===== src/rtl/sprite_anim_renderer_if.sv =====
// ---------------------------------------------------------------------------
// sprite_anim_renderer_if
//
// Memory-side bus of the sprite renderer: the sprite-sheet ROM and the
// colour palette.
//
//   rom_addr : sprite-sheet address, driven from a register by the renderer.
//   rom_q    : 4-bit palette index read from rom_addr. The renderer samples it
//              on the clock edge that follows the edge that produced rom_addr.
//   pal_idx  : palette index, driven from a register by the renderer.
//   pal_rgb  : combinational palette colour for pal_idx, {r[3:0],g[3:0],b[3:0]}.
//
// master : renderer side      slave : ROM / palette side
// ---------------------------------------------------------------------------
interface sprite_anim_renderer_if #(
    parameter int ADDR_W = 19
);
    logic [ADDR_W-1:0] rom_addr;
    logic [3:0]        rom_q;
    logic [3:0]        pal_idx;
    logic [11:0]       pal_rgb;

    modport master (
        output rom_addr,
        output pal_idx,
        input  rom_q,
        input  pal_rgb
    );

    modport slave (
        input  rom_addr,
        input  pal_idx,
        output rom_q,
        output pal_rgb
    );
endinterface


===== src/rtl/sprite_anim_renderer.sv =====
// ---------------------------------------------------------------------------
// sprite_anim_renderer
//
// Pipelined pixel renderer for one animated fighter sprite. For every screen
// pixel (DrawX, DrawY) it decides whether the pixel falls inside the scaled
// sprite box, fetches the palette index from the sprite-sheet ROM, looks the
// colour up in the external palette and emits RGB plus a draw-enable for the
// layer mixer. Latency from DrawX/DrawY to RGB/draw_en is 3 clocks.
//
// Character, pose and flip are captured only on frame_tick, so a sprite never
// changes look halfway down the screen. Each pose has N_FRAMES animation
// frames advanced every FRAME_DIV video frames; hit_flash starts a blinking
// white flash lasting FLASH_FRAMES video frames.
//
// Ports:
//   vga_clk, reset       pixel clock, asynchronous active-high reset
//   frame_tick           one-cycle pulse at the start of vertical blank
//   blank                1 = active video
//   DrawX, DrawY         current pixel
//   spritex, spritey     sprite top-left corner on screen
//   char_sel, pose_req   character select, requested poses (bit 0 wins)
//   flip                 mirror horizontally
//   hit_flash            one-cycle pulse that (re)starts the flash
//   mem                  ROM/palette bus (see sprite_anim_renderer_if)
//   red, green, blue     registered pixel colour
//   draw_en              1 = opaque sprite pixel this cycle
// ---------------------------------------------------------------------------
module sprite_anim_renderer #(
    parameter int SPR_W        = 64,
    parameter int SPR_H        = 64,
    parameter int SCALE_SH     = 1,
    parameter int N_CHAR       = 4,
    parameter int N_POSE       = 9,
    parameter int N_FRAMES     = 2,
    parameter int FRAME_DIV    = 8,
    parameter int FLASH_FRAMES = 16,
    parameter int KEY_IDX      = 0,
    parameter int ADDR_W       = $clog2(N_CHAR * N_POSE * N_FRAMES * SPR_W * SPR_H),
    localparam int CHAR_W      = (N_CHAR > 1) ? $clog2(N_CHAR) : 1
) (
    input  logic                vga_clk,
    input  logic                reset,
    input  logic                frame_tick,
    input  logic                blank,
    input  logic [9:0]          DrawX,
    input  logic [9:0]          DrawY,
    input  logic [9:0]          spritex,
    input  logic [9:0]          spritey,
    input  logic [CHAR_W-1:0]   char_sel,
    input  logic [N_POSE-1:0]   pose_req,
    input  logic                flip,
    input  logic                hit_flash,
    sprite_anim_renderer_if.master mem,
    output logic [3:0]          red,
    output logic [3:0]          green,
    output logic [3:0]          blue,
    output logic                draw_en
);

    localparam int POSE_W   = (N_POSE > 1) ? $clog2(N_POSE) : 1;
    localparam int FRM_W    = (N_FRAMES > 1) ? $clog2(N_FRAMES) : 1;
    localparam int DIV_W    = (FRAME_DIV > 1) ? $clog2(FRAME_DIV) : 1;
    localparam int FL_W_RAW = $clog2(FLASH_FRAMES + 1);
    localparam int FL_W     = (FL_W_RAW < 2) ? 2 : FL_W_RAW;
    localparam int COL_W    = $clog2(SPR_W);
    localparam int ROW_W    = $clog2(SPR_H);

    localparam logic signed [10:0] BOX_W     = 11'(SPR_W << SCALE_SH);
    localparam logic signed [10:0] BOX_H     = 11'(SPR_H << SCALE_SH);
    localparam logic [COL_W-1:0]   COL_LAST  = COL_W'(SPR_W - 1);
    localparam logic [DIV_W-1:0]   DIV_LAST  = DIV_W'(FRAME_DIV - 1);
    localparam logic [FRM_W-1:0]   FRM_LAST  = FRM_W'(N_FRAMES - 1);
    localparam logic [FL_W-1:0]    FL_LOAD   = FL_W'(FLASH_FRAMES);
    localparam logic [3:0]         KEY_4     = 4'(KEY_IDX);
    localparam logic [ADDR_W-1:0]  N_POSE_A  = ADDR_W'(N_POSE);
    localparam logic [ADDR_W-1:0]  N_FRM_A   = ADDR_W'(N_FRAMES);
    localparam logic [ADDR_W-1:0]  SPR_SZ_A  = ADDR_W'(SPR_W * SPR_H);

    // Index of the lowest set request bit; bit 0 is the highest-priority pose.
    function automatic logic [POSE_W-1:0] lowest_pose(input logic [N_POSE-1:0] req);
        logic [POSE_W-1:0] idx;
        idx = '0;
        for (int i = N_POSE - 1; i >= 0; i--) begin
            if (req[i]) begin
                idx = POSE_W'(i);
            end
        end
        return idx;
    endfunction

    // -----------------------------------------------------------------------
    // Per-video-frame state: latched selection, animation and flash
    // -----------------------------------------------------------------------
    logic [POSE_W-1:0] pose_q;
    logic [CHAR_W-1:0] char_q;
    logic              flip_q;
    logic [FRM_W-1:0]  frame_q;
    logic [DIV_W-1:0]  div_q;
    logic [FL_W-1:0]   flash_q;

    logic [POSE_W-1:0] pose_d;
    logic              anim_restart;
    logic              flash_vis;

    // An all-zero request keeps the previously latched pose.
    assign pose_d       = (pose_req != '0) ? lowest_pose(pose_req) : pose_q;
    assign anim_restart = (pose_d != pose_q) || (char_sel != char_q);
    // Blink: visible in the half of each 4-frame period where bit 1 is set.
    assign flash_vis    = (flash_q != '0) && flash_q[1];

    always_ff @(posedge vga_clk or posedge reset) begin
        if (reset) begin
            pose_q  <= '0;
            char_q  <= '0;
            flip_q  <= 1'b0;
            frame_q <= '0;
            div_q   <= '0;
        end else if (frame_tick) begin
            pose_q <= pose_d;
            char_q <= char_sel;
            flip_q <= flip;
            // A new pose or character always starts from its first frame.
            if (anim_restart) begin
                frame_q <= '0;
                div_q   <= '0;
            end else if (div_q == DIV_LAST) begin
                div_q   <= '0;
                frame_q <= (frame_q == FRM_LAST) ? '0 : frame_q + 1'b1;
            end else begin
                div_q <= div_q + 1'b1;
            end
        end
    end

    // A hit pulse reloads the counter even if a flash is already running and
    // takes precedence over the frame_tick decrement.
    always_ff @(posedge vga_clk or posedge reset) begin
        if (reset) begin
            flash_q <= '0;
        end else if (hit_flash) begin
            flash_q <= FL_LOAD;
        end else if (frame_tick && (flash_q != '0)) begin
            flash_q <= flash_q - 1'b1;
        end
    end

    // -----------------------------------------------------------------------
    // Stage 0: geometry (combinational)
    // -----------------------------------------------------------------------
    // 11-bit signed offsets: a pixel left of / above the sprite gives a
    // negative value instead of wrapping to a large in-range one near 1023.
    logic signed [10:0]  dx, dy;
    logic                in_box;
    logic [COL_W-1:0]    col_raw, col;
    logic [ROW_W-1:0]    row;
    logic [ADDR_W-1:0]   slot;
    logic [ADDR_W-1:0]   addr_d;

    assign dx      = signed'({1'b0, DrawX}) - signed'({1'b0, spritex});
    assign dy      = signed'({1'b0, DrawY}) - signed'({1'b0, spritey});
    assign in_box  = !dx[10] && (dx < BOX_W) && !dy[10] && (dy < BOX_H);
    assign col_raw = dx[SCALE_SH +: COL_W];
    assign col     = flip_q ? (COL_LAST - col_raw) : col_raw;
    assign row     = dy[SCALE_SH +: ROW_W];

    // Sheet layout: character-major, then pose, then animation frame; each
    // slot is one SPR_W x SPR_H image stored row-major.
    assign slot   = (ADDR_W'(char_q) * N_POSE_A + ADDR_W'(pose_q)) * N_FRM_A
                    + ADDR_W'(frame_q);
    assign addr_d = slot * SPR_SZ_A + ADDR_W'({row, col});

    // -----------------------------------------------------------------------
    // Pipeline registers
    // -----------------------------------------------------------------------
    logic [ADDR_W-1:0] rom_addr_q;
    logic              vis_p1_q;
    logic [3:0]        pal_idx_q;
    logic              vis_p2_q;
    logic              draw_en_q;
    logic [11:0]       rgb_q;

    always_ff @(posedge vga_clk or posedge reset) begin
        if (reset) begin
            rom_addr_q <= '0;
            vis_p1_q   <= 1'b0;
            pal_idx_q  <= '0;
            vis_p2_q   <= 1'b0;
            draw_en_q  <= 1'b0;
            rgb_q      <= '0;
        end else begin
            // Stage 1: ROM address, parked at 0 outside the sprite box
            rom_addr_q <= in_box ? addr_d : '0;
            vis_p1_q   <= in_box && blank;

            // Stage 2: ROM data becomes the palette index; key colour is transparent
            pal_idx_q <= mem.rom_q;
            vis_p2_q  <= vis_p1_q && (mem.rom_q != KEY_4);

            // Stage 3: palette colour (or flash white) to the mixer
            if (vis_p2_q) begin
                draw_en_q <= 1'b1;
                rgb_q     <= flash_vis ? 12'hFFF : mem.pal_rgb;
            end else begin
                draw_en_q <= 1'b0;
                rgb_q     <= '0;
            end
        end
    end

    assign mem.rom_addr      = rom_addr_q;
    assign mem.pal_idx       = pal_idx_q;
    assign {red, green, blue} = rgb_q;
    assign draw_en           = draw_en_q;

endmodule

===== src/flat_wrapper.sv =====
// flat-port wrapper written by rule: the top's interface ports become plain ports
module sprite_anim_renderer_flat 
#(
    parameter int SPR_W        = 64,
    parameter int SPR_H        = 64,
    parameter int SCALE_SH     = 1,
    parameter int N_CHAR       = 4,
    parameter int N_POSE       = 9,
    parameter int N_FRAMES     = 2,
    parameter int FRAME_DIV    = 8,
    parameter int FLASH_FRAMES = 16,
    parameter int KEY_IDX      = 0,
    parameter int ADDR_W       = $clog2(N_CHAR * N_POSE * N_FRAMES * SPR_W * SPR_H),
    localparam int CHAR_W      = (N_CHAR > 1) ? $clog2(N_CHAR) : 1
)
  (vga_clk, reset, frame_tick, blank, DrawX, DrawY, spritex, spritey, char_sel, pose_req, flip, hit_flash, red, green, blue, draw_en, mem_rom_addr, mem_pal_idx, mem_rom_q, mem_pal_rgb);
  sprite_anim_renderer_if #(.ADDR_W(ADDR_W)) mem_i ();
  input  logic vga_clk;
  input  logic reset;
  input  logic frame_tick;
  input  logic blank;
  input  logic [9:0] DrawX;
  input  logic [9:0] DrawY;
  input  logic [9:0] spritex;
  input  logic [9:0] spritey;
  input  logic [CHAR_W-1:0] char_sel;
  input  logic [N_POSE-1:0] pose_req;
  input  logic flip;
  input  logic hit_flash;
  output logic [3:0] red;
  output logic [3:0] green;
  output logic [3:0] blue;
  output logic draw_en;
  output wire logic [$bits(mem_i.rom_addr)-1:0] mem_rom_addr;
  output wire logic [$bits(mem_i.pal_idx)-1:0] mem_pal_idx;
  input wire logic [$bits(mem_i.rom_q)-1:0] mem_rom_q;
  input wire logic [$bits(mem_i.pal_rgb)-1:0] mem_pal_rgb;
  assign mem_rom_addr = mem_i.rom_addr;
  assign mem_pal_idx = mem_i.pal_idx;
  assign mem_i.rom_q = mem_rom_q;
  assign mem_i.pal_rgb = mem_pal_rgb;
  sprite_anim_renderer #(.SPR_W(SPR_W), .SPR_H(SPR_H), .SCALE_SH(SCALE_SH), .N_CHAR(N_CHAR), .N_POSE(N_POSE), .N_FRAMES(N_FRAMES), .FRAME_DIV(FRAME_DIV), .FLASH_FRAMES(FLASH_FRAMES), .KEY_IDX(KEY_IDX), .ADDR_W(ADDR_W)) u_core (.vga_clk(vga_clk), .reset(reset), .frame_tick(frame_tick), .blank(blank), .DrawX(DrawX), .DrawY(DrawY), .spritex(spritex), .spritey(spritey), .char_sel(char_sel), .pose_req(pose_req), .flip(flip), .hit_flash(hit_flash), .mem(mem_i), .red(red), .green(green), .blue(blue), .draw_en(draw_en));
endmodule

===== config.mk =====
export PLATFORM = sky130hd
export DESIGN_NAME = sprite_anim_renderer_flat
export DESIGN_NICKNAME = d
export VERILOG_FILES = /design/src/rtl/sprite_anim_renderer_if.sv /design/src/rtl/sprite_anim_renderer.sv /design/src/flat_wrapper.sv
export SDC_FILE = /design/constraint.sdc
export NUM_CORES = 1
export LEC_CHECK = 0
export ABC_AREA = 0
export BUFFER_PORTS_ARGS = -buffer_cell sky130_fd_sc_hd__buf_4
export CORE_MARGIN = 3
export CORE_UTILIZATION = 40
export DETAILED_ROUTE_END_ITERATION = 16
export PLACE_DENSITY = 0.64
export SETUP_SLACK_MARGIN = 0.3
export SYNTH_ARGS = -nofsm -noshare
export SYNTH_HDL_FRONTEND = slang
export SYNTH_SLANG_ARGS = --single-unit

===== constraint.sdc =====
create_clock -name vga_clk -period 2.4 [get_ports vga_clk]
set_clock_uncertainty 0.05 [all_clocks]
set_input_delay 0.24 -clock vga_clk [delete_from_list [all_inputs] [get_ports vga_clk]]
set_output_delay 0.24 -clock vga_clk [all_outputs]
set_load 0.01 [all_outputs]

==> summary.md, run 1 <==
| Metric | Value |
|---|---|
| CTS tree | `built` |
| Seq/Total Area, Yosys | `41.00%` |
| Core Area | `~7800 sq um` |
| Startpoint types | `primary input` |
| RePlAce Congestion | `just under 0.8` |
| Clk buf depth | `2` |
| Total track usage | `between 15 and 20%` |
| Leakage power | `0.002235 uW` |
| Flop pwr share | `approximately 45%` |
| Final period util | `between 80% and 90%` |
| WL met3 | `around 410 um` |
| 1st-iter DRT viols | `66` |
| Post-route setup TNS | `0 ns` |
| Cell Area, Synth | `approximately 3300 sq um` |
| Ports | `approximately 110` |
| EDFF count, synth | `0` |
| Most common cell after layout, fill and taps aside | `buf_4` |
| Register bit total from synthesis | `between 50 and 60` |
| NetSw | `approximately 660 uW` |
| Worst-path cell chain | `buf_6 > nand2b_4 > fa_2 > a211oi_2 > o31ai_2 > a21oi_1 > nor2_1 > o21ai_2 > o2111ai_2 > buf_6 > and4b_2` |
| Vias in the first global route | `roughly 3k` |
| YS warnings | `0` |
| Commonest non-fill, non-tap cells in the layout | `buf_4 (117), dfrtp_1 (54), nor2_1 (46)` |
| H-Tree Level Count | `2` |
| Worst Tran Pin Value | `approximately 0.6 ns` |
| Mapped Nets | `between 400 and 500` |
| Wire length on met2 | `between 3000 and 4000 um` |
| Buffers on Ports | `~110` |
| Main flop type after synthesis | `dfrtp_1` |
| Synth Area per Inst | `around 9.4 sq um` |
| Worst-skew pair later-pin latency | `roughly 0.30 ns` |
| Crit path max-delay cell type | `fa_2` |
| Post-synth ARST share | `100.0%` |
| Status | `complete, no violations` |
| Synth top area share | `about two fifths` |
| Switch share | `a little under a third` |
| Die height | `96.77 um` |
| Worst Hold Class | `primary input to register` |
| Top delay family on crit path | `compound AO/OA/AOI/OAI gates` |
| Clock share of power | `around 23%` |
| Cell taking the most area after synthesis | `dfrtp_1` |
| Max-cap violations | `0` |
| Ranking of synthesized cells by area | `dfrtp_1 (41%), ha_1 (10%), nor2_1 (5.2%)` |
| Worst Path Required | `about 2.6 ns` |
| DP HPWL | `a little under 6000 um` |
| Worst path buffer plus inverter count | `2` |
| Vias | `about 2.9k` |
| First-pass GRT wire length | `around 13,000 um` |
| RSZ-0062 raised after global routing | `yes` |
| CP Class | `primary input to register` |
| Sink Count | `54` |
| CP most frequent cell | `buf_6` |
| CP max FO | `5` |
| Synthesized instance count | `350` |
| Worst path arrival time | `roughly 2.3 ns` |
| Routed len/inst | `approximately 13 um` |
| Slew Limit Fails | `0` |
| Die X | `roughly 97 um` |
| Uppermost routed layer | `met4` |
| Avg Vias per Cell | `5.052` |
| Final hold violation count | `0` |
| Setup WS post-layout | `around 0.29 ns` |
| Largest net degree at the start of global routing | `29` |
| Final setup violation count | `0` |
| Element type at the critical path end | `register` |
| Netlist cell types | `52` |
| Slew Limit Headroom | `between 60% and 70%` |
| Grt ovf | `0` |
| 1st-pass router iterations | `4` |
| Pwr dens | `between 400 and 500 nW/um^2` |
| N_diodes | `0` |
| Row cnt | `32` |
| Die Area | `around 9400 sq um` |
| Antenna Violating Nets Remaining | `0` |
| Layout cells sized above 1 | `between 30% and 40%` |
| Clock root cell | `clkbuf_8` |
| Clk slew on worst S/H paths | `about 0.090 ns` |
| Cell Int Power | `1511 uW` |
| Comb pwr share | `a little under a third` |
| Crit path time final | `2.115 ns` |
| Drt total wl | `between 7000 and 8000 um` |
| Met1 Wirelength | `3241 um` |
| Final #Nets | `575` |
| Peak Freq | `approximately 0.47 GHz` |
| Post-layout util | `a little under three fifths` |
| Fillers | `around 760` |
| DRC violations left | `0` |
| Peak VDD IR | `between 0.2 and 0.25 mV` |
| Starting Density | `between 40% and 50%` |
| Worst slack, placed | `~0.016 ns` |
| Syn-to-layout area delta | `36.56%` |
| Antenna violations before repair | `0` |
| Cts bufs inserted | `5` |
| CP peak stage delay | `~0.4 ns` |
[worst paths after layout]
kind                                                endpoint  slack, ns  cells after the start                         start
setup / recovery           u_core.mem.rom_addr[12]$_DFF_PP0_       0.29                     11                      DrawX[0]
hold / removal                 u_core.flash_q[2]$_DFFE_PP0P_       0.08                      2                     hit_flash
setup reg to reg           u_core.mem.rom_addr[15]$_DFF_PP0_       0.40                      6  u_core.char_q[1]$_DFFE_PP0P_
hold reg to reg                   u_core.frame_q$_DFFE_PP0P_       0.46                      1    u_core.frame_q$_DFFE_PP0P_
max in group asynchronous        u_core.div_q[2]$_DFFE_PP0P_       1.24                      4                         reset
min in group asynchronous          u_core.rgb_q[7]$_DFF_PP0_       0.51                      3                         reset
[metrics by stage]
stage          cell area [sq um]  instances  hold WS, ns  power [uW]
6_report                    4501        575      0.07858        2167
5_1_grt                     4501        575      0.06343        2317
4_1_cts                     4425        570      0.06586        2172
3_5_place_dp                4284        557       0.3009        1650
3_3_place_gp                4284        557       0.2957        1639
2_1_floorplan               3333        350       0.2214        1439
[synthesized netlist by cell type, types with 2 or more instances]
master	count
a2111oi_0	2
a21o_1	6
a21oi_1	14
a221oi_1	2
a22o_1	4
a31o_2	3
a31oi_1	2
and3_1	2
clkbuf_1	8
dfrtp_1	54
fa_1	3
ha_1	27
inv_1	35
mux2_2	3
nand2_1	14
nand2b_1	4
nand3_1	13
nor2_1	46
nor2b_1	3
nor3_1	18
nor4_1	3
nor4b_1	5
o21a_1	16
o21ai_0	8
o21ai_1	2
o22ai_1	2
o31ai_1	3
or4_1	2
xnor2_1	18
xor2_1	6
[kinds of logic after synthesis]
group	after synthesis	synth area share (%)
mux	4	1.443
fa+ha+maj	30	12.07
xor+xnor	24	6.378
buf+inv	47	5.960
flops	54	41.00
simple gates	116	17.08
compound gates	75	16.06
[what timing repair did]
item | 4_1_cts | 5_1_grt
hold buffers | 5 | 0
gates resized for setup | 0 | 9
endpoints found under the hold margin | 30 | 0
endpoints found under the setup margin | 0 | 14
setup buffers | 0 | 3
[flip-flops by register name, summed over array words and instances (netlist names), 2 cells and up]
| name | cells |
|---|---|
| u_core.pose_q | 4 |
| u_core.rgb_q | 12 |
| u_core.mem.pal_idx | 4 |
| u_core.flash_q | 5 |
| u_core.div_q | 3 |
| u_core.char_q | 2 |
| u_core.mem.rom_addr | 19 |
[area by class of cell]
cell class                      count  area [sq um]  area share (%)
Clock buffer                        7         86.33           1.918
Multi-Input combinational cell    249          1818           40.39
Sequential cell                    54          1351           30.03
Clock inverter                      1         5.005          0.1112
Tap cell                          102         127.6           2.836
Inverter                           35         131.4           2.919
Timing Repair Buffer              127         980.9           21.80
[power groups by stage]
stage	Sequential [uW]	Clock (uW)	Combinational, uW
2_1_floorplan	983	0	456
3_3_place_gp	991	0	648
3_5_place_dp	992	0	657
4_1_cts	974	531	667
5_1_grt	980	565	772
6_report	973	503	691
[per-layer routing]
| metal | vias to the layer above | global-route usage [%] |
|---|---|---|
| met3 | 14 | 4.037 |
| met2 | 79 | 27.65 |
| met4 | 0 | 4.752 |
| li1 | 1460 | - |
| met5 | - | 0 |
| met1 | 1352 | 20.04 |
No activity file was read; power rests on OpenSTA's default activity.
==> run 2: changes to the inputs <==
--- a/config.mk
+++ b/config.mk
@@ -7,10 +7,12 @@
 export LEC_CHECK = 0
 export ABC_AREA = 0
 export BUFFER_PORTS_ARGS = -buffer_cell sky130_fd_sc_hd__buf_4
+export CAP_MARGIN = 20
 export CORE_MARGIN = 3
 export CORE_UTILIZATION = 40
 export DETAILED_ROUTE_END_ITERATION = 16
 export PLACE_DENSITY = 0.64
+export RECOVER_POWER = 25
 export SETUP_SLACK_MARGIN = 0.3
 export SYNTH_ARGS = -nofsm -noshare
 export SYNTH_HDL_FRONTEND = slang
==> constraint.sdc (replaced) <==
create_clock -name vga_clk -period 2.4 [get_ports vga_clk]
set_clock_uncertainty 0.05 [all_clocks]
set_input_delay 0.24 -clock vga_clk [delete_from_list [all_inputs] [get_ports vga_clk]]
set_output_delay 0.24 -clock vga_clk [all_outputs]
set_load 0.1 [all_outputs]
==> summary.md, run 2 (synthesis gave the netlist of run 1 again) <==
| Metric | Value |
|---|---|
| Status | `complete, no violations` |
| Max FFs per register | `19 (unchanged)` |
| Routed len/inst | `13.18 um (+0.34%)` |
| CP max FO | `5 (unchanged)` |
| N_diodes | `0 (unchanged)` |
| Avg Vias per Cell | `5.064 (+0.24%)` |
| Clk slew on worst S/H paths | `0.09 ns (about the same)` |
| First-pass GRT wire length | `12,730 um (unchanged)` |
| Die Area | `9364 sq um (unchanged)` |
| Final hold violation count | `0 (unchanged)` |
| DP HPWL | `5775 um (unchanged)` |
| Buffers on Ports | `108 (unchanged)` |
| Most common cell after layout, fill and taps aside | `buf_4` |
| Max-cap violations | `0 (unchanged)` |
| Slew Limit Fails | `0 (unchanged)` |
| Leakage power | `0.002224 uW (-0.47%)` |
| Crit path time final | `2.115 ns (-0.00004300 ns)` |
| DRC violations left | `0 (unchanged)` |
| Vias | `2,912 (+0.24%)` |
| Vias in the first global route | `2,914 (unchanged)` |
| Worst Tran Pin Value | `1.075 ns (+0.4855 ns)` |
| Element type at the critical path end | `register` |
| 1st-pass router iterations | `4 (unchanged)` |
| Worst Path Required | `2.59 ns (about the same)` |
| Syn-to-layout area delta | `36.22%` |
| 1st-iter DRT viols | `66 (unchanged)` |
| Post-route setup TNS | `0 ns (unchanged)` |
| Die X | `96.77 um (unchanged)` |
| Fin Hold WS | `0.07847 ns (-0.0001104 ns)` |
| Worst path arrival time | `2.31 ns (about the same)` |
| Pwr dens | `489.8 nW/um^2 (+1.7%)` |
| Largest net degree at the start of global routing | `29 (unchanged)` |
| Row cnt | `32 (unchanged)` |
| Startpoint types | `primary input` |
| Die height | `96.77 um (unchanged)` |
| Final setup violation count | `0 (unchanged)` |
| Layout cells sized above 1 | `30.87% (-0.85 points)` |
| Post-layout util | `57.21% (-0.14 points)` |
| Final period util | `88.12% (about the same)` |
| Slew Limit Headroom | `28.25% (-32 points)` |
| Peak Freq | `0.4729 GHz (about the same)` |
| Cts bufs inserted | `5 (unchanged)` |
| Power, Total | `2199 uW (+1.5%)` |
| H-Tree Level Count | `2 (unchanged)` |
| Peak VDD IR | `0.2192 mV (-0.93%)` |
| Grt ovf | `0 (unchanged)` |
| Fillers | `763 (+0.79%)` |
| Antenna Violating Nets Remaining | `0 (unchanged)` |
| RePlAce Congestion | `0.7891 (unchanged)` |
| Total track usage | `16.12% (unchanged)` |
| Starting Density | `42.00% (unchanged)` |
| RSZ-0062 raised after global routing | `yes` |
| Sink Count | `54 (unchanged)` |
| Drt total wl | `7579 um (+0.34%)` |
| CP Class | `primary input to register` |
| Antenna violations before repair | `0 (unchanged)` |
| Core Area | `7848 sq um (unchanged)` |
| Worst Hold Class | `primary input to register` |
| CTS tree | `built` |
| Clk buf depth | `2 (unchanged)` |
| Ports | `109 (unchanged)` |
| Clock root cell | `clkbuf_8` |
| Commonest non-fill, non-tap cells in the layout | `buf_4 (110), dfrtp_1 (54), nor2_1 (46)` |
| Final #Nets | `575 (unchanged)` |
| Worst-skew pair later-pin latency | `0.30 ns (about the same)` |
[run 2: cell type report]
cell class | instances | area [sq um] | share of cell area (%)
clock buffers | 7 | 86.33 | 1.923
clock inverters | 1 | 5.005 | 0.1115
inverters | 35 | 131.4 | 2.926
multi-input cells | 249 | 1818 | 40.50
flip-flops and latches | 54 | 1351 | 30.10
well taps | 102 | 127.6 | 2.843
repair buffers | 127 | 969.7 | 21.60
[run 2: final timing paths]
kind	startpoint	end	slack, ns	cells after the start
min in group asynchronous	reset	u_core.rgb_q[7]$_DFF_PP0_	0.71	3
setup reg to reg	u_core.char_q[1]$_DFFE_PP0P_	u_core.mem.rom_addr[15]$_DFF_PP0_	0.40	6
hold / removal	hit_flash	u_core.flash_q[2]$_DFFE_PP0P_	0.08	2
setup / recovery	DrawX[0]	u_core.mem.rom_addr[12]$_DFF_PP0_	0.29	11
max in group asynchronous	reset	u_core.div_q[2]$_DFFE_PP0P_	0.89	4
hold reg to reg	u_core.frame_q$_DFFE_PP0P_	u_core.frame_q$_DFFE_PP0P_	0.46	1
[run 2: report_power, final]
part / switching, uW / internal, uW / total [uW]
combinational: 391 / 334 / 724
sequential: 30.9 / 942 / 973
clock: 268 / 233 / 501
[run 2: per-layer routing]
metal / GRT usage [%] / wire length (um) / up-vias
li1: - / - / 1461
met3: 4.037 / 424 / 14
met1: 20.04 / 3251 / 1356
met2: 27.65 / 3740 / 81
met4: 4.752 / 163 / 0
met5: 0 / 0 / -
[run 2: what timing repair did]
action,in CTS,in global routing
buffers inserted,0,3
setup endpoints to repair,0,14
hold buffers,5,0
hold endpoints to repair,30,0
gates resized for setup,0,9
[run 2: critical path, stage by stage]
cell and delay (ns):
buf_6 0.09, nand2b_4 0.14, fa_2 0.40, a211oi_2 0.28
o31ai_2 0.12, a21oi_1 0.18, nor2_1 0.10, o21ai_2 0.17
o2111ai_2 0.16, buf_6 0.17, and4b_2 0.26
[run 2: per-stage QoR]
stage	instance area, sq um	worst slack [ns]	instances
2_1_floorplan	3333	0.3332	350
3_3_place_gp	4284	0.07517	557
3_5_place_dp	4284	0.01607	557
4_1_cts	4425	0.3253	570
5_1_grt	4489	0.2190	575
6_report	4489	0.2852	575
